--- src/rtl/npe_tile_sched.sv ---
// Tile scheduler for the NPE core: walks a layer tile by tile, issuing one compute
// pulse per tile with that tile's base addresses, and guards each tile with a watchdog.
module npe_tile_sched #(
  parameter int unsigned TO_WIDTH = 16,
  parameter int unsigned TIMEOUT  = 16'hFFFF
) (
  input  logic        i_clk,
  input  logic        i_rst_n,
  input  logic        i_start,
  input  logic        i_abort,
  input  logic [7:0]  i_tile_num,
  input  logic [11:0] i_addr_start_d,
  input  logic [11:0] i_addr_start_s,
  input  logic [12:0] i_addr_start_w,
  input  logic [11:0] i_step_d,
  input  logic [11:0] i_step_s,
  input  logic [12:0] i_step_w,
  input  logic        i_calculate_end,
  output logic        o_calculate_enable,
  output logic [11:0] o_addr_start_d,
  output logic [11:0] o_addr_start_s,
  output logic [12:0] o_addr_start_w,
  output logic        o_b_first_tiling,
  output logic        o_b_last_tiling,
  output logic [7:0]  o_tile_idx,
  output logic        o_busy,
  output logic        o_done,
  output logic        o_err
);

  typedef enum logic [2:0] {
    StIdle,
    StIssue,
    StWait,
    StNext,
    StDone
  } state_e;

  state_e              r_state;
  state_e              w_state_nxt;

  logic [7:0]          r_tile_num;
  logic [11:0]         r_step_d;
  logic [11:0]         r_step_s;
  logic [12:0]         r_step_w;
  logic [11:0]         r_addr_d;
  logic [11:0]         r_addr_s;
  logic [12:0]         r_addr_w;
  logic [7:0]          r_tile_idx;
  logic                r_first;
  logic                r_last;
  logic                r_err;
  logic [TO_WIDTH-1:0] r_wd;

  logic                w_timeout;
  logic                w_load;
  logic                w_advance;
  logic                w_set_err;
  logic [7:0]          w_idx_inc;

  // The watchdog counts completed WAIT cycles, so TIMEOUT-1 marks the final one.
  assign w_timeout = (r_wd == TO_WIDTH'(TIMEOUT - 1));
  assign w_idx_inc = r_tile_idx + 8'd1;

  assign w_load    = (r_state == StIdle) && i_start && !i_abort;
  assign w_advance = (r_state == StNext) && !i_abort;
  assign w_set_err = (r_state == StWait) && !i_calculate_end && w_timeout && !i_abort;

  always_ff @(posedge i_clk or negedge i_rst_n) begin
    if (!i_rst_n) begin
      r_state <= StIdle;
    end else begin
      r_state <= w_state_nxt;
    end
  end

  always_comb begin
    w_state_nxt = r_state;
    unique case (r_state)
      StIdle: begin
        if (i_start) begin
          w_state_nxt = (i_tile_num == 8'd0) ? StDone : StIssue;
        end
      end
      StIssue: w_state_nxt = StWait;
      StWait: begin
        if (i_calculate_end) begin
          w_state_nxt = r_last ? StDone : StNext;
        end else if (w_timeout) begin
          w_state_nxt = StDone;
        end
      end
      StNext:  w_state_nxt = StIssue;
      StDone:  w_state_nxt = StIdle;
      default: w_state_nxt = StIdle;
    endcase
    // Abort outranks every other transition, including a same-cycle end pulse.
    if (i_abort) begin
      w_state_nxt = StIdle;
    end
  end

  always_ff @(posedge i_clk or negedge i_rst_n) begin
    if (!i_rst_n) begin
      r_tile_num <= '0;
      r_step_d   <= '0;
      r_step_s   <= '0;
      r_step_w   <= '0;
      r_addr_d   <= '0;
      r_addr_s   <= '0;
      r_addr_w   <= '0;
      r_tile_idx <= '0;
      r_first    <= 1'b0;
      r_last     <= 1'b0;
      r_err      <= 1'b0;
    end else if (w_load) begin
      r_tile_num <= i_tile_num;
      r_step_d   <= i_step_d;
      r_step_s   <= i_step_s;
      r_step_w   <= i_step_w;
      r_addr_d   <= i_addr_start_d;
      r_addr_s   <= i_addr_start_s;
      r_addr_w   <= i_addr_start_w;
      r_tile_idx <= '0;
      r_first    <= 1'b1;
      r_last     <= (i_tile_num == 8'd1);
      r_err      <= 1'b0;
    end else if (w_advance) begin
      // Address sums wrap naturally at the port width.
      r_addr_d   <= r_addr_d + r_step_d;
      r_addr_s   <= r_addr_s + r_step_s;
      r_addr_w   <= r_addr_w + r_step_w;
      r_tile_idx <= w_idx_inc;
      r_first    <= 1'b0;
      r_last     <= (w_idx_inc == (r_tile_num - 8'd1));
    end else if (w_set_err) begin
      r_err      <= 1'b1;
    end
  end

  always_ff @(posedge i_clk or negedge i_rst_n) begin
    if (!i_rst_n) begin
      r_wd <= '0;
    end else if (r_state == StWait) begin
      r_wd <= r_wd + TO_WIDTH'(1);
    end else begin
      r_wd <= '0;
    end
  end

  assign o_calculate_enable = (r_state == StIssue);
  assign o_busy             = (r_state != StIdle);
  assign o_done             = (r_state == StDone);
  assign o_addr_start_d     = r_addr_d;
  assign o_addr_start_s     = r_addr_s;
  assign o_addr_start_w     = r_addr_w;
  assign o_b_first_tiling   = r_first;
  assign o_b_last_tiling    = r_last;
  assign o_tile_idx         = r_tile_idx;
  assign o_err              = r_err;

endmodule

--- config.mk ---
export PLATFORM = sky130hd
export DESIGN_NAME = npe_tile_sched
export DESIGN_NICKNAME = d
export VERILOG_FILES = /design/src/rtl/npe_tile_sched.sv
export SDC_FILE = /design/constraint.sdc
export NUM_CORES = 1
export LEC_CHECK = 0
export ABC_AREA = 1
export BUFFER_PORTS_ARGS = -buffer_cell sky130_fd_sc_hd__buf_4
export CELL_PAD_IN_SITES_DETAIL_PLACEMENT = 0
export CELL_PAD_IN_SITES_GLOBAL_PLACEMENT = 1
export CORE_ASPECT_RATIO = 1.25
export CORE_MARGIN = 2
export CORE_UTILIZATION = 43
export CTS_CLUSTER_SIZE = 8
export DETAILED_ROUTE_END_ITERATION = 6
export PLACE_DENSITY = 0.88
export SKIP_CTS_REPAIR_TIMING = 1
export SYNTH_ARGS = -nofsm -noshare
export SYNTH_HDL_FRONTEND = slang
export SYNTH_SLANG_ARGS = --single-unit
--- constraint.sdc ---
create_clock -name i_clk -period 3.82 [get_ports i_clk]
set_input_delay 0.382 -clock i_clk [delete_from_list [all_inputs] [get_ports i_clk]]
set_output_delay 0.382 -clock i_clk [all_outputs]
set_load 0.005 [all_outputs]
Yosys cells after proc, flatten, opt, wreduce, memory -nomap -nowiden
Cells that the tools add are included.
- input port bits: 87
- register bits: 112
- eq/ne operators: 10
- multiplexer cells: 23
- add/sub/neg operators: 6
- reduce and logical (&&, ||, !) cells: 15
- operators by type and width (cell ; number):
    12-bit 2-to-1 mux ; 4
    13-bit 2-to-1 mux ; 2
    12-bit adder ; 2
    3-bit 2-to-1 mux ; 6
    16-bit by 1-bit adder with 16-bit output, second input constant ; 1
    16-bit == test, second input constant ; 1
    16-bit 2-to-1 mux ; 1
    8-bit 2-to-1 mux ; 2
    13-bit adder ; 1
    3-bit one-hot mux with 4 select lines ; 1
    8-bit by 1-bit adder with 8-bit output, second input constant ; 1
    8-bit by 1-bit == test with 1-bit output, second input constant ; 1
    8-bit == test ; 1
    8-bit zero test ; 1
    8-bit by 1-bit subtractor with 8-bit output, second input constant ; 1
    1-bit 2-to-1 mux ; 7
    3-bit by 2-bit == test with 1-bit output, second input constant ; 2
    1-bit logical AND ; 6
    4-bit != test, second input constant ; 1
    2-bit AND reduction ; 2
    2-bit nonzero test ; 2
    3-bit by 1-bit == test with 1-bit output, second input constant ; 1
    3-bit == test, second input constant ; 1
    3-bit zero test ; 1
    4 further kinds ; 5

Longest topological paths before layout
- depth after elaboration: 7
- depth in mapped cells: 12

Least setup slack after synthesis
Ideal clock, no wire load.
- kind: register to register
- start point: register r_addr_w[0] (netlist: o_addr_start_w[0])
- end point: register r_addr_w[8] (netlist: o_addr_start_w[8])
- period minus slack after synthesis: 1.696 ns
- setup time: 0.124 ns
- required time: 3.696 ns
- arrival time: 1.572 ns
- setup slack: 2.124 ns
- cell stages (with the launch flop): 10
- path through: dfrtp_1 -> ha_1 -> fa_1 -> nand3_1 -> nand2_1 -> nand2_1 -> nand2_1 -> xor2_1 -> nand2_1 -> nand3_1
- longest elaborated chain between the ends: 3
- ends and longest elaborated chain (element ; line ; source):
    from (decl) ; 48 ; logic [12:0] r_addr_w;
    from (signal assigned) ; 123 ; r_addr_w <= i_addr_start_w;
    from (signal assigned) ; 132 ; r_addr_w <= r_addr_w + r_step_w;
    13-bit adder ; 132 ;
    13-bit 2-to-1 mux ; 128 ; end else if (w_advance) begin
    13-bit 2-to-1 mux ; 116 ; end else if (w_load) begin
No other way between the ends. The select of a mux whose other input is x is not followed.
A chain may end at the register's enable or synchronous reset.

Worst setup path in the final report
- start point: register r_state[1]
- end point: register r_addr_s[7] (netlist: o_addr_start_s[7])
- longest elaborated chain between the ends: 4
- elaborated cells on any way between the ends: 7
- those cells by class: eq/ne (1); mux (1); reduce/logical (5)
- ends and longest elaborated chain (element ; line ; source):
    from (decl) ; 39 ; state_e r_state;
    from (signal assigned) ; 71 ; r_state <= StIdle;
    from (signal assigned) ; 73 ; r_state <= w_state_nxt;
    3-bit zero test ; 65 ; assign w_load = (r_state == StIdle) && i_start && !i_abort;
    1-bit logical AND (2 in a row) ; 65 ;
    12-bit 2-to-1 mux / 2-bit nonzero test (equally long branches) ; n/a ;
    to (signal assigned) ; 122 ; r_addr_s <= i_addr_start_s;
    to (signal assigned) ; 131 ; r_addr_s <= r_addr_s + r_step_s;
    to (decl) ; 47 ; logic [11:0] r_addr_s;
Parallel ways exist; a longest one is shown, timed or not.

==> flow_summary_export.csv <==
group,metric,value,unit
floorplan,die_w,117,um
worst_setup_path,crit_arrival,2.51,ns
yosys,synthArstFlopShare,100,%
yosys,synth_mux_area_share,0,%
floorplan,ioPinCount,138,
worst_setup_path,path_cells,"nor2_2 > nand3_4 > nand2_2 > inv_2 > a22o_1 > o21bai_1",
yosys,syn-num-nets,1066,
timing,period_needed,2.29,ns
layout,diodes,0,
worst_setup_path,critPathSlowestCell,"dfrtp_1",
drt,vias,6411,
yosys,synth_top_area_cell,"dfrtp_1",
power,power_density,772,nW/um^2
global_routing,grt_overflow,0,
clock_tree,clkLatencyLatePin,0.36,ns
clock_tree,cts-buffers-inserted,9,
timing,timing.fmax,437,MHz
yosys,synth.cell_area,6910,sq um
yosys,ys_warn_count,0,
yosys,synth_cell_type_count,36,
yosys,synthFlopType,"dfrtp_1",
timing,rsz0062_at_grt,"no",
layout,nNetsFinal,1195,
yosys,synthCells,938,
yosys,synth.ff_latch_count,112,
timing,hold_viol,0,
floorplan,rows,51,
floorplan,start_util,44.2,%
worst_setup_path,end_kind,"flip-flop",
yosys,synth_edf_count,0,
global_routing,grt_pass1_wl,29800,um
worst_setup_path,crit_fanout,33,
power,p_total,0.00653,W
drt,totalWireLength,17700,um
status,status,"complete, no violations",
timing,tightest_slew,0.965,ns
timing,final.setup.tns,0,ns
timing,fin_skew,0.00823,ns
placement,port_buffers,137,
drt,vias_per_cell,4.99,
hold_path,hold_class,"in -> async",
layout,final_common_cell,"nand2_1",
drt,dr.pass1.iters,5,
yosys,synth_top_family_by_area,"simple AND/OR/NAND/NOR gates",
yosys,synth_compound_area_share,11.5,%
yosys,netlist.area_leader.share,40.6,%
worst_setup_path,cp-start-kind,"flip-flop",
global_routing,antenna_found_initial,0,
floorplan,die_h,146,um
timing,slew_headroom,35.7,%
global_routing,grt_pass1_vias,6203,
yosys,avgSynthCellArea,7.36,sq um
floorplan,dieArea,17100,sq um
layout,area_growth_syn_to_layout,22.5,%
global_routing,grt_max_degree,75,
clock_tree,cts_max_path_buffers,2,
timing,slew_violations,0,
power,p_leak,4.43,nW
floorplan,core,15600,sq um
yosys,ys_top_cells_by_area,"dfrtp_1, nand2_1, ha_1, inv_1, nand3_1",
worst_setup_path,crit_required,4.05,ns
clock_tree,cts_root_buffer,"clkbuf_16",
yosys,synthSimpleGateAreaFrac,30.0,%
clock_tree,htreeDepth,3,
drt,drtIter0Drc,317,
worst_setup_path,cpPeakStageDelay,0.44,ns
global_routing,track_usage,21.3,%
layout,final_cell_mix,"nand2_1, buf_4, dfrtp_1, inv_1, nor2_1",
clock_tree,cts_tree,"done",
clock_tree,clock-sinks,112,
timing,period_share,59.8,%
drt,wl_per_cell,13.8,um
placement,place_hpwl,13300,um
flow_run,maxCapViolCount,0,
drt,ant_nets,0,
drt,drc_errors,0,
layout,drive_above_1_share,15.7,%
placement,place.gp.congestion,0.845,
yosys,yosysSeqAreaShare,40.6,%
power,vdd_drop_max,330,uV
layout,n_fill_cell,1551,
yosys,synth-xor-area-share,3.04,%
clock_tree,cts.clk_slew.worst_paths,0.08,ns
worst_setup_path,crit_type,"reg -> reg",
yosys,synthAdderAreaFrac,7.76,%
timing,finalSetupViolCount,0,
-- cell families after synthesis --
| family | count (synthesis) |
|---|---|
| buffers and inverters | 123 |
| XOR/XNOR | 24 |
| adder cells (fa/ha/maj) | 41 |
| flip-flops | 112 |
| AND/OR/NAND/NOR | 507 |
| AO/OA/AOI/OAI | 131 |
-- routing by layer --
| layer | GRT usage, % | share of wire, % | vias up |
|---|---|---|---|
| met5 | 0 | 0 | - |
| met4 | 7.77 | 2.1 | 0 |
| met3 | 3.02 | 4.0 | 21 |
| met2 | 37.3 | 49 | 140 |
| met1 | 26.7 | 45 | 2957 |
| li1 | - | - | 3293 |
-- sequential cells by signal (all words and copies together) (netlist names) --
register / count
r_wd: 16
o_addr_start_w: 13
r_step_w: 13
o_addr_start_d: 12
o_addr_start_s: 12
r_step_d: 12
r_step_s: 12
o_tile_idx: 8
r_tile_num: 8
r_state: 3
o_b_first_tiling: 1
o_b_last_tiling: 1
o_err: 1
-- final cells by class --
cell class	instances	area, sq um	area share [%]
multi-input combinational	703	3610	42.7
sequential	112	2800	33.1
timing repair buffer	143	1070	12.7
inverter	98	368	4.35
tap	212	265	3.14
clock buffer	11	253	2.99
clock inverter	5	85.1	1.01
-- path summary, 6_finish.rpt --
kind	endpoint	depth (start not counted)	slack [ns]	from
max	o_addr_start_s[7]$_DFFE_PN0P_	6	1.53	r_state[1]$_DFFE_PN0P_
min	r_wd[5]$_DFF_PN0_	1	0.16	i_rst_n
max reg2reg	o_addr_start_s[7]$_DFFE_PN0P_	6	1.53	r_state[1]$_DFFE_PN0P_
min reg2reg	r_step_d[0]$_DFFE_PN0P_	2	0.49	r_step_d[0]$_DFFE_PN0P_
max in group asynchronous	o_tile_idx[4]$_DFFE_PN0P_	2	2.79	i_rst_n
min in group i_clk	r_step_w[10]$_DFFE_PN0P_	3	0.21	i_step_w[10]
-- per-stage QoR --
step,setup WS (ns),std cells,hold WS [ns],utilization [%],area (sq um)
final,1.53,1284,0.159,54.1,8460
after global routing,1.34,1284,0.208,54.1,8460
after CTS,1.52,1284,0.201,54.1,8460
after detailed placement,1.45,1268,0.470,51.9,8120
after global placement,1.51,1268,0.461,51.9,8120
after floorplan,2.12,938,0.0864,-,6910
-- synth_stat cells, types with 4 or more instances --
library cell,n
nand4_1,13
ha_1,38
o211ai_1,9
clkbuf_1,10
a21oi_1,34
inv_1,95
nor2_1,67
xnor2_1,14
nand2_1,342
o21bai_1,10
nor3_1,17
dfrtp_1,112
a22o_1,14
o21ai_0,45
buf_2,12
xor2_1,10
a21o_1,4
nand3_1,58
o22ai_1,5
-- worst max-delay path, delay by kind of cell (launching register included) --
family          cells  cell delay [ns]
flops               1             0.44
simple gates        3             0.92
buf+inv             1             0.36
compound gates      2             0.43
-- power by group --
group / total (W) / leakage, nW / internal (W) / switching, W
sequential: 0.00202 / 1.42 / 0.00162 / 0.000398
clock: 0.00107 / 0.163 / 0.000616 / 0.000458
combinational: 0.00344 / 2.84 / 0.00149 / 0.00195
total: 0.00653 / 4.43 / 0.00372 / 0.00281
Note: power is estimated with default switching activity, not from simulation.
